==> config.mk <==
export PLATFORM = sky130hd
export DESIGN_NAME = fifo_rd_pix_packer
export DESIGN_NICKNAME = d
export VERILOG_FILES = /design/src/rtl/fifo_rd_pix_packer.sv
export SDC_FILE = /design/constraint.sdc
export NUM_CORES = 1
export LEC_CHECK = 0
export ABC_AREA = 1
export CORE_MARGIN = 2
export CORE_UTILIZATION = 56
export CTS_BUF_LIST = sky130_fd_sc_hd__clkbuf_8
export DETAILED_ROUTE_END_ITERATION = 7
export MAX_ROUTING_LAYER = met4
export PLACE_DENSITY_LB_ADDON = 0.05
export SYNTH_ARGS = -nofsm -noshare
export SYNTH_HDL_FRONTEND = slang
export SYNTH_SLANG_ARGS = --single-unit
==> constraint.sdc <==
create_clock -name clk_r -period 4.6 [get_ports clk_r]
set_input_delay 1.15 -clock clk_r [delete_from_list [all_inputs] [get_ports clk_r]]
set_output_delay 1.15 -clock clk_r [all_outputs]
set_load 0.01 [all_outputs]
==> src/rtl/fifo_rd_pix_packer.sv <==
// Read-side byte-to-pixel packer for the dual-clock byte FIFO.
// Pops bytes, packs them MSB-first into pixels, and streams them with line markers.
module fifo_rd_pix_packer #(
    parameter int BYTES_PER_PIX = 3,
    parameter int LINE_PIX      = 640,
    parameter int CNT_W         = 10
) (
    input  logic                       clk_r,
    input  logic                       rst,
    input  logic                       run,
    input  logic                       sync_clr,
    input  logic                       empty,
    output logic                       en_r,
    input  logic [7:0]                 data_r,
    output logic [8*BYTES_PER_PIX-1:0] pix_data,
    output logic                       pix_valid,
    input  logic                       pix_ready,
    output logic                       pix_sol,
    output logic                       pix_eol,
    output logic [CNT_W-1:0]           pix_cnt
);

    localparam int PW = 8 * BYTES_PER_PIX;
    localparam int BW = $clog2(BYTES_PER_PIX);
    localparam logic [CNT_W-1:0] LAST_PIX = CNT_W'(LINE_PIX - 1);

    typedef enum logic {
        IDLE,
        FETCH
    } state_t;

    state_t          state_q;
    logic [BW-1:0]   held_q, held_d;
    logic            pend_q, pend_d;
    logic [PW-1:0]   acc_q, acc_d;
    logic [PW-1:0]   data_q, data_d;
    logic            valid_q, valid_d;
    logic [CNT_W-1:0] cnt_q, cnt_d;

    logic last_in;
    logic req_last;
    logic slot_free;
    logic rd;
    logic capture;
    logic xfer;
    int   occ;

    // A final byte landing this cycle frees the accumulator for the next pixel.
    always_comb begin
        last_in   = pend_q && (int'(held_q) == BYTES_PER_PIX - 1);
        occ       = last_in ? 0 : int'(held_q) + int'(pend_q);
        req_last  = (occ == BYTES_PER_PIX - 1);
        slot_free = !valid_q || pix_ready;
        rd        = (state_q == FETCH) && !empty && !sync_clr
                    && (occ < BYTES_PER_PIX)
                    && (!req_last || slot_free);
        capture   = pend_q && !sync_clr;
        xfer      = valid_q && pix_ready;
    end

    always_comb begin
        held_d  = held_q;
        acc_d   = acc_q;
        data_d  = data_q;
        valid_d = valid_q;
        cnt_d   = cnt_q;
        pend_d  = rd;
        if (sync_clr) begin
            held_d  = '0;
            acc_d   = '0;
            data_d  = '0;
            valid_d = 1'b0;
            cnt_d   = '0;
        end else begin
            if (xfer) begin
                valid_d = 1'b0;
                cnt_d   = (cnt_q == LAST_PIX) ? '0 : cnt_q + 1'b1;
            end
            if (capture && last_in) begin
                data_d  = {acc_q[PW-1:8], data_r};
                valid_d = 1'b1;
                acc_d   = '0;
                held_d  = '0;
            end else if (capture) begin
                acc_d  = acc_q | (PW'(data_r)
                         << (8 * (BYTES_PER_PIX - 1 - int'(held_q))));
                held_d = held_q + 1'b1;
            end
        end
    end

    always_ff @(posedge clk_r or posedge rst) begin
        if (rst) begin
            state_q <= IDLE;
            held_q  <= '0;
            pend_q  <= 1'b0;
            acc_q   <= '0;
            data_q  <= '0;
            valid_q <= 1'b0;
            cnt_q   <= '0;
        end else begin
            unique case (state_q)
                IDLE: begin
                    if (run && !sync_clr)
                        state_q <= FETCH;
                end
                FETCH: begin
                    if (sync_clr)
                        state_q <= run ? FETCH : IDLE;
                    else if (rd && req_last && !run)
                        state_q <= IDLE;
                end
                default: state_q <= IDLE;
            endcase
            held_q  <= held_d;
            pend_q  <= pend_d;
            acc_q   <= acc_d;
            data_q  <= data_d;
            valid_q <= valid_d;
            cnt_q   <= cnt_d;
        end
    end

    assign en_r      = rd;
    assign pix_data  = data_q;
    assign pix_valid = valid_q;
    assign pix_cnt   = cnt_q;
    assign pix_sol   = valid_q && (cnt_q == '0);
    assign pix_eol   = valid_q && (cnt_q == LAST_PIX);

endmodule

After elaboration in Yosys (flattened, before gate mapping)
Cells that the tools add are included.
{"block": "op_classes", "addsub": 4, "n_lt_le_gt_ge": 1, "eq_ne": 3, "shifts": 1, "mux": 20, "n_bitwise": 2, "reduce_logical": 25}
{"operator": "24-bit two-way mux", "count": 5}
{"operator": "8-bit by 32-bit left shift with 24-bit output", "count": 1}
{"operator": "10-bit two-way mux", "count": 3}
{"operator": "24-bit OR", "count": 1}
{"operator": "1-bit logical AND", "count": 13}
{"operator": "10-bit by 1-bit adder with 10-bit output, second input constant", "count": 1}
{"operator": "10-bit equality test, second input constant", "count": 1}
{"operator": "10-bit zero test", "count": 1}
{"operator": "1-bit two-way mux", "count": 7}
{"operator": "2-bit two-way mux", "count": 3}
{"operator": "3-bit nonzero test", "count": 2}
{"operator": "1-bit zero test", "count": 5}
{"operator": "2-bit nonzero test", "count": 2}
{"operator": "2-bit by 1-bit adder with 3-bit output", "count": 1}
{"operator": "3-bit by 2-bit equality test with 1-bit output, second input constant", "count": 1}
{"operator": "3-bit by 2-bit < comparator with 1-bit output, second input constant", "count": 1}
{"operator": "3-bit two-way mux", "count": 1}
{"operator": "2-bit by 2-bit subtractor with 3-bit output, first input constant", "count": 1}
{"operator": "2-bit by 1-bit adder with 2-bit output, second input constant", "count": 1}
{"operator": "2-bit equality test, second input constant", "count": 1}
{"operator": "1-bit logical OR", "count": 2}
{"operator": "1-bit one-hot mux with 2 select lines", "count": 1}
{"operator": "1-bit inverter", "count": 1}
{"block": "word_totals", "regBits": 63, "inputBits": 14, "elab_cells": 63}

Logic depth before layout (Yosys ltp)
Gate-level depths: netlist (run 1).
{"block": "logic_depth", "depth_word": 12, "mapped_depth": 8}

Worst setup path before layout (run 1)
Ideal clock, no wire load.
{"block": "synth_path", "path_kind": "input to output", "from": "input port sync_clr", "to": "output port en_r", "arrival_ps": 1617, "required_ps": 3450, "path_slack_ps": 1833, "stages": 3, "path_cell_list": "nor2_1 nand2_1 a31oi_1"}
{"block": "synth_between", "elab_chain_cells": 4}
{"element": "start, declared", "line_no": "11", "source": "input logic sync_clr,"}
{"element": "1-bit zero test", "line_no": "54", "source": "rd = (state_q == FETCH) && !empty && !sync_clr"}
{"element": "1-bit logical AND", "line_no": "54"}
{"element": "1-bit logical AND", "line_no": "55", "source": "&& (occ < BYTES_PER_PIX)"}
{"element": "1-bit logical AND", "line_no": "56", "source": "&& (!req_last || slot_free);"}
{"element": "end, declared", "line_no": "13", "source": "output logic en_r,"}
No other way between the ends.

Worst setup path after layout (run 1)
Ends and elaborated chain as after synthesis.

==> impl_metrics.json, run 1 <==
{
  "setup.worst_path.class": "input port to output pin",
  "cts_resized": 0,
  "synth_top_area_share_pct": 56.1,
  "yosys-mux-area-fraction_pct": 0,
  "run_status": "completed",
  "synth_area_leader_cell": "dfrtp_1",
  "crit_path_end_kind": "output pin",
  "combPwrFrac_pct": 8.3,
  "drive_gt1_share_pct": 9.35,
  "clk_latency_ns": 0.31,
  "critPathMaxFanout": 5,
  "drtIter0Drc": 135,
  "synth-xor-area-share_pct": 0.714,
  "synthTopCellsByArea": "dfrtp_1, nand2_1, inv_1",
  "routed_via_density": 5.15,
  "synth-adder-area-share_pct": 3.06,
  "fillers": 358,
  "grt_max_degree": 43,
  "final_core_util_pct": 72.3,
  "wirelength_um": 5070,
  "setup_viol": 0,
  "synth_ff_type": "dfrtp_1",
  "cts.sinks": 55,
  "fin_worst_skew_ns": 0.0126,
  "grt_pass1_vias": 1800,
  "synth_simple_gate_area_share_pct": 18.3,
  "tightest_slew_ns": 0.821,
  "synth_top_family_by_area": "simple AND/OR/NAND/NOR gates",
  "hpwl_um": 3750,
  "antenna_cells": 0,
  "worstPathArrival_ns": 2.79,
  "hold_class": "flop to flop",
  "initial_core_util_pct": 57.1,
  "hold_viol": 0,
  "area.sequential_um2": 1380,
  "startpoint_type": "input port",
  "async_reset_ff_share_pct": 100,
  "syn_nets": 285,
  "ys_warn_count": 0,
  "synth_edf_count": 0,
  "power.leakage_nw": 1.40,
  "grt_setup_unrepaired": "no",
  "power_w": 0.000832,
  "p_sw_w": 0.000206,
  "crit_path_max_incr_delay_ns": 0.58,
  "multi_input_area_um2": 887,
  "cts.reportedPaths.clkPinSlew_ns": 0.11,
  "p_per_area_nw_per_um2": 268,
  "use_met3_pct": 4.76,
  "setup_tns_ns": 0,
  "cts_hold_buf": 0,
  "die_w_um": 70.2,
  "max_freq_ghz": 0.254,
  "syn_to_final_growth_pct": 26.6,
  "wl_per_cell_um": 13.6,
  "synth_cell_types": 27,
  "fin_crit_ns": 3.94,
  "dr.pass1.iters": 4,
  "ys_ff_latch": 55,
  "irDropWorstVdd_v": 0.000261,
  "p_clk_share_pct": 32.0,
  "max_cap_viol_count": 0,
  "fin_nets": 340,
  "postCtsSetupRepairBufs": 0,
  "layout_commonest_cell": "nand2_1",
  "postRouteAntennaNets": 0,
  "vias": 1920,
  "place_congestion": 0.897,
  "synth_compound_area_share_pct": 14.1,
  "top_usage_layer": "met2",
  "io_pins": 52,
  "crit_required_ns": 3.45,
  "cts_tree": "done",
  "netSwitchingFraction_pct": 24.8,
  "synth-seq-area-share_pct": 56.1,
  "grtUsageMet2_pct": 34.3,
  "antenna_found_initial": 0,
  "syn_area_um2": 2450,
  "use_met1_pct": 32.9,
  "cts_max_level": 2,
  "path_cells": "clkdlybuf4s50_1 -> nor2_1 -> nand2_1 -> a31oi_1 -> clkdlybuf4s50_1",
  "dieArea_um2": 4930,
  "grt_overflow_total": 0,
  "p_int_w": 0.000625,
  "slew_headroom_pct": 45.2,
  "final_cell_mix": "nand2_1, dfrtp_1, clkdlybuf4s50_1, inv_1, o21ai_0",
  "clockRootBuffer": "clkbuf_8",
  "avgSynthCellArea_um2": 9.26,
  "io_buffers": 51,
  "coreArea_um2": 4290,
  "row_count": 24,
  "grt_pass1_wl_um": 8760,
  "drc": 0,
  "synth_cells": 265,
  "ff2ff_setup_slack_ns": 2.49,
  "cp_common_cell": "clkdlybuf4s50_1",
  "fin_crit_sh_pct": 85.7,
  "cts.path.max_buffers": 2,
  "die_h_um": 70.2,
  "drv_slew": 0,
  "numCtsBuffers": 5,
  "slowest_stage": "clkdlybuf4s50_1",
  "track_usage_pct": 23.2,
  "seqPwrFrac_pct": 59.6
}
-- area by class of cell --
type                       instances  area share (%)
sequential                        55            44.3
multi-input combinational        163            28.6
timing repair buffer              53            16.9
inverter                          42            5.16
clock buffer                       5            2.22
tap                               52            2.10
clock inverter                     3           0.725
-- synth_stat cells, types with 3 or more instances --
master   count
nand2_1     58
dfrtp_1     55
a21oi_2      8
inv_2        3
a22o_1       8
inv_1       38
nand4_1      8
buf_2        3
ha_1         6
a21oi_1     11
nand3_1      8
o21ai_0     22
nor2_1      18
-- sequential cells by signal (all words and copies together) (netlist names) --
register   flops
pix_data      24
pix_cnt       10
state_q        1
acc_q         16
held_q         2
pix_valid      1
pend_q         1
-- path summary, 6_finish.rpt --
kind                                          start                  endpoint  cells past startpoint
max                                        sync_clr                      en_r                      5
min                        pix_data[11]$_DFFE_PP0P_  pix_data[11]$_DFFE_PP0P_                      2
max reg2reg                   held_q[0]$_DFFE_PP0P_     held_q[1]$_DFFE_PP0P_                      8
min reg2reg                pix_data[11]$_DFFE_PP0P_  pix_data[11]$_DFFE_PP0P_                      2
max in group asynchronous                       rst         state_q$_DFF_PP0_                      3
min in group asynchronous                       rst  pix_data[14]$_DFFE_PP0P_                      2
-- routing by layer --
metal	share of wire, %	wire length [um]
met5	0	0
met4	0.87	44
met3	3.4	172
met2	45	2300
met1	50	2550
-- stage by stage --
| step | instances | hold WS, ns | worst slack [ns] | cell area [um2] |
|---|---|---|---|---|
| after global routing | 373 | 0.525 | 0.579 | 3110 |
| final | 373 | 0.492 | 0.659 | 3110 |
| after floorplan | 265 | 0.479 | 1.83 | 2450 |
| after global placement | 365 | 0.466 | 0.742 | 3010 |
| after detailed placement | 365 | 0.472 | 0.688 | 3010 |
| after CTS | 373 | 0.497 | 0.669 | 3110 |
-- kinds of logic after synthesis --
logic type | Yosys count
and+or+nand+nor | 100
AOI/OAI and AO/OA | 55
DFF | 55
buffers and inverters | 47
adders and majority gates | 6
xor gates and xnor gates | 2
-- power groups by stage --
stage	clock, W	combinational [W]	sequential [W]
2_1_floorplan	0	0.0000428	0.000505
3_3_place_gp	0	0.0000686	0.000505
3_5_place_dp	0	0.0000703	0.000506
4_1_cts	0.000273	0.0000705	0.000496
5_1_grt	0.000287	0.0000796	0.000497
6_report	0.000266	0.0000694	0.000496
-- worst max-delay path: cells and delay by family --
kind            cells  cell delay (ns)
buf+inv             2             1.13
simple gates        2             0.31
compound gates      1             0.21
(Power assumes the default switching activity.)
==> inputs of run 2 (changes only) <==
- CORE_UTILIZATION: 56 -> 47
- clock period: 4.6 -> 3.5 ns (I/O delays scaled with it)
==> run 2 against run 1 <==
  * Critical endpoint unchanged
  * Non-clock buffer count rose by 1
  * Clock power rose by 55%
  * Count of clock-buffer cells in the layout unchanged
  * Worst setup slack worse by 0.37 ns
==> impl_metrics.json, run 2 (synthesized netlist as in run 1, its figures left out) <==
{
  "antenna_cells": 0,
  "grt_pass1_wl_um": 9340,
  "crit_required_ns": 2.62,
  "netSwitchingFraction_pct": 23.2,
  "hold_viol": 0,
  "clk_latency_ns": 0.30,
  "cts_resized": 0,
  "max_freq_ghz": 0.312,
  "crit_path_max_incr_delay_ns": 0.57,
  "numCtsBuffers": 5,
  "grt_max_degree": 30,
  "tightest_slew_ns": 0.587,
  "grt_setup_unrepaired": "no",
  "cts_max_level": 2,
  "postCtsSetupRepairBufs": 0,
  "wirelength_um": 5390,
  "grt_pass1_vias": 1929,
  "antenna_found_initial": 0,
  "p_int_w": 0.000890,
  "run_status": "completed",
  "drtIter0Drc": 132,
  "final_cell_mix": "nand2_1, dfrtp_1, clkdlybuf4s50_1, inv_1, o21ai_0",
  "dieArea_um2": 5810,
  "slowest_stage": "clkdlybuf4s50_1",
  "vias": 1954,
  "hold_class": "flop to flop",
  "hp-start": "pix_data[22]$_DFFE_PP0P_",
  "combPwrFrac_pct": 8.1,
  "row_count": 26,
  "cts.path.max_buffers": 2,
  "cts.sinks": 55,
  "rr_worst_depth": 7,
  "ff2ff_setup_slack_ns": 1.61,
  "setup_tns_ns": 0,
  "cts.reportedPaths.clkPinSlew_ns": 0.10,
  "io_buffers": 51,
  "drc": 0,
  "p_sw_w": 0.000269,
  "grt_overflow_total": 0,
  "worstPathArrival_ns": 2.33,
  "irDropWorstVdd_v": 0.000157,
  "setup_viol": 0,
  "rr_endpoint": "held_q[1]$_DFFE_PP0P_",
  "fin_crit_ns": 3.21,
  "path_cells": "clkdlybuf4s50_1 -> nor2_1 -> nand2_1 -> a31oi_1 -> clkdlybuf4s50_1",
  "fin_crit_sh_pct": 91.7,
  "wl_per_cell_um": 13.8,
  "rr_startpoint": "held_q[0]$_DFFE_PP0P_",
  "postRouteAntennaNets": 0,
  "drive_gt1_share_pct": 9.35,
  "p_per_area_nw_per_um2": 366,
  "io_pins": 52,
  "hold_depth": 2,
  "critPathMaxFanout": 3,
  "drv_slew": 0,
  "crit_buf_inv": 2,
  "hpwl_um": 3840,
  "dr.pass1.iters": 4,
  "path_delay_family": "buffers and inverters",
  "layout_commonest_cell": "nand2_1",
  "fin_worst_skew_ns": 0.00522,
  "die_h_um": 76.3,
  "final_core_util_pct": 62.3,
  "startpoint_type": "input port",
  "cp_common_cell": "clkdlybuf4s50_1",
  "cts_tree": "done",
  "routed_via_density": 5.00,
  "syn_to_final_growth_pct": 28.9,
  "crit_path_end_kind": "output pin",
  "fillers": 474,
  "p_clk_share_pct": 35.7,
  "max_cap_viol_count": 0,
  "clockRootBuffer": "clkbuf_8",
  "fin_nets": 341,
  "seqPwrFrac_pct": 56.2,
  "place_congestion": 0.912,
  "slew_headroom_pct": 60.8,
  "die_w_um": 76.3,
  "track_usage_pct": 20.6,
  "initial_core_util_pct": 48.3,
  "setup.worst_path.class": "input port to output pin",
  "power.leakage_nw": 1.41,
  "hold_end": "pix_data[22]$_DFFE_PP0P_",
  "largest_reg_flops": 24,
  "cts_hold_buf": 0,
  "coreArea_um2": 5070
}
run 2: changes by cell type in the layout (fill, tap and decap cells not counted):
cell / delta
clkinvlp_4: +1
inv_6: -1
buf_12: +1
clkinv_4: -1
clkinv_2: -1
bufinv_16: +1
run 2: stage by stage:
stage                     worst slack [ns]  cells  cell area [um2]  hold WS (ns)  total power, W
after floorplan                       1.28    265             2450         0.479        0.000720
after global placement               0.370    384             3060         0.463        0.000758
after detailed placement             0.306    384             3060         0.472        0.000760
after CTS                            0.291    391             3160         0.495         0.00117
after global routing                 0.150    391             3160         0.518         0.00121
final                                0.292    391             3160         0.490         0.00116
run 2: tightest hold or removal path, delay by kind of cell (launching register included):
kind	cells	cell delay, ns
flops	1	0.35
compound gates	1	0.06
simple gates	1	0.05
run 2: worst max-delay path by stage:
stage	from	end	slack, ns	cells past startpoint
6_report	sync_clr	en_r	0.29	5
5_1_grt	sync_clr	en_r	0.15	5
4_1_cts	sync_clr	en_r	0.29	5
3_5_place_dp	sync_clr	en_r	0.31	5
3_3_place_gp	sync_clr	en_r	0.37	5
2_1_floorplan	rst	acc_q[10]$_DFFE_PP0P_	1.28	1
run 2: layout make-up:
cell class,instances,area [um2],area share (%)
Clock inverter,2,37.5,1.19
Multi-Input combinational cell,163,887,28.0
Tap cell,70,87.6,2.77
Timing Repair Buffer,54,546,17.2
Inverter,42,160,5.06
Sequential cell,55,1380,43.5
Clock buffer,5,68.8,2.18
run 2: metal layers:
layer / share of wire (%) / track usage [%] / vias to the layer above
met1: 46 / 27.3 / 942
met3: 5.7 / 5.33 / 4
met4: 0.70 / 4.36 / 0
met5: 0 / - / -
li1: - / - / 963
met2: 47 / 32.6 / 45
run 2: power by group through the flow:
stage / Combinational, W / Sequential (W) / Clock (W)
2_1_floorplan: 0.0000562 / 0.000663 / 0
3_3_place_gp: 0.0000943 / 0.000664 / 0
3_5_place_dp: 0.0000961 / 0.000664 / 0
4_1_cts: 0.0000962 / 0.000652 / 0.000420
5_1_grt: 0.000107 / 0.000654 / 0.000450
6_report: 0.0000944 / 0.000651 / 0.000413
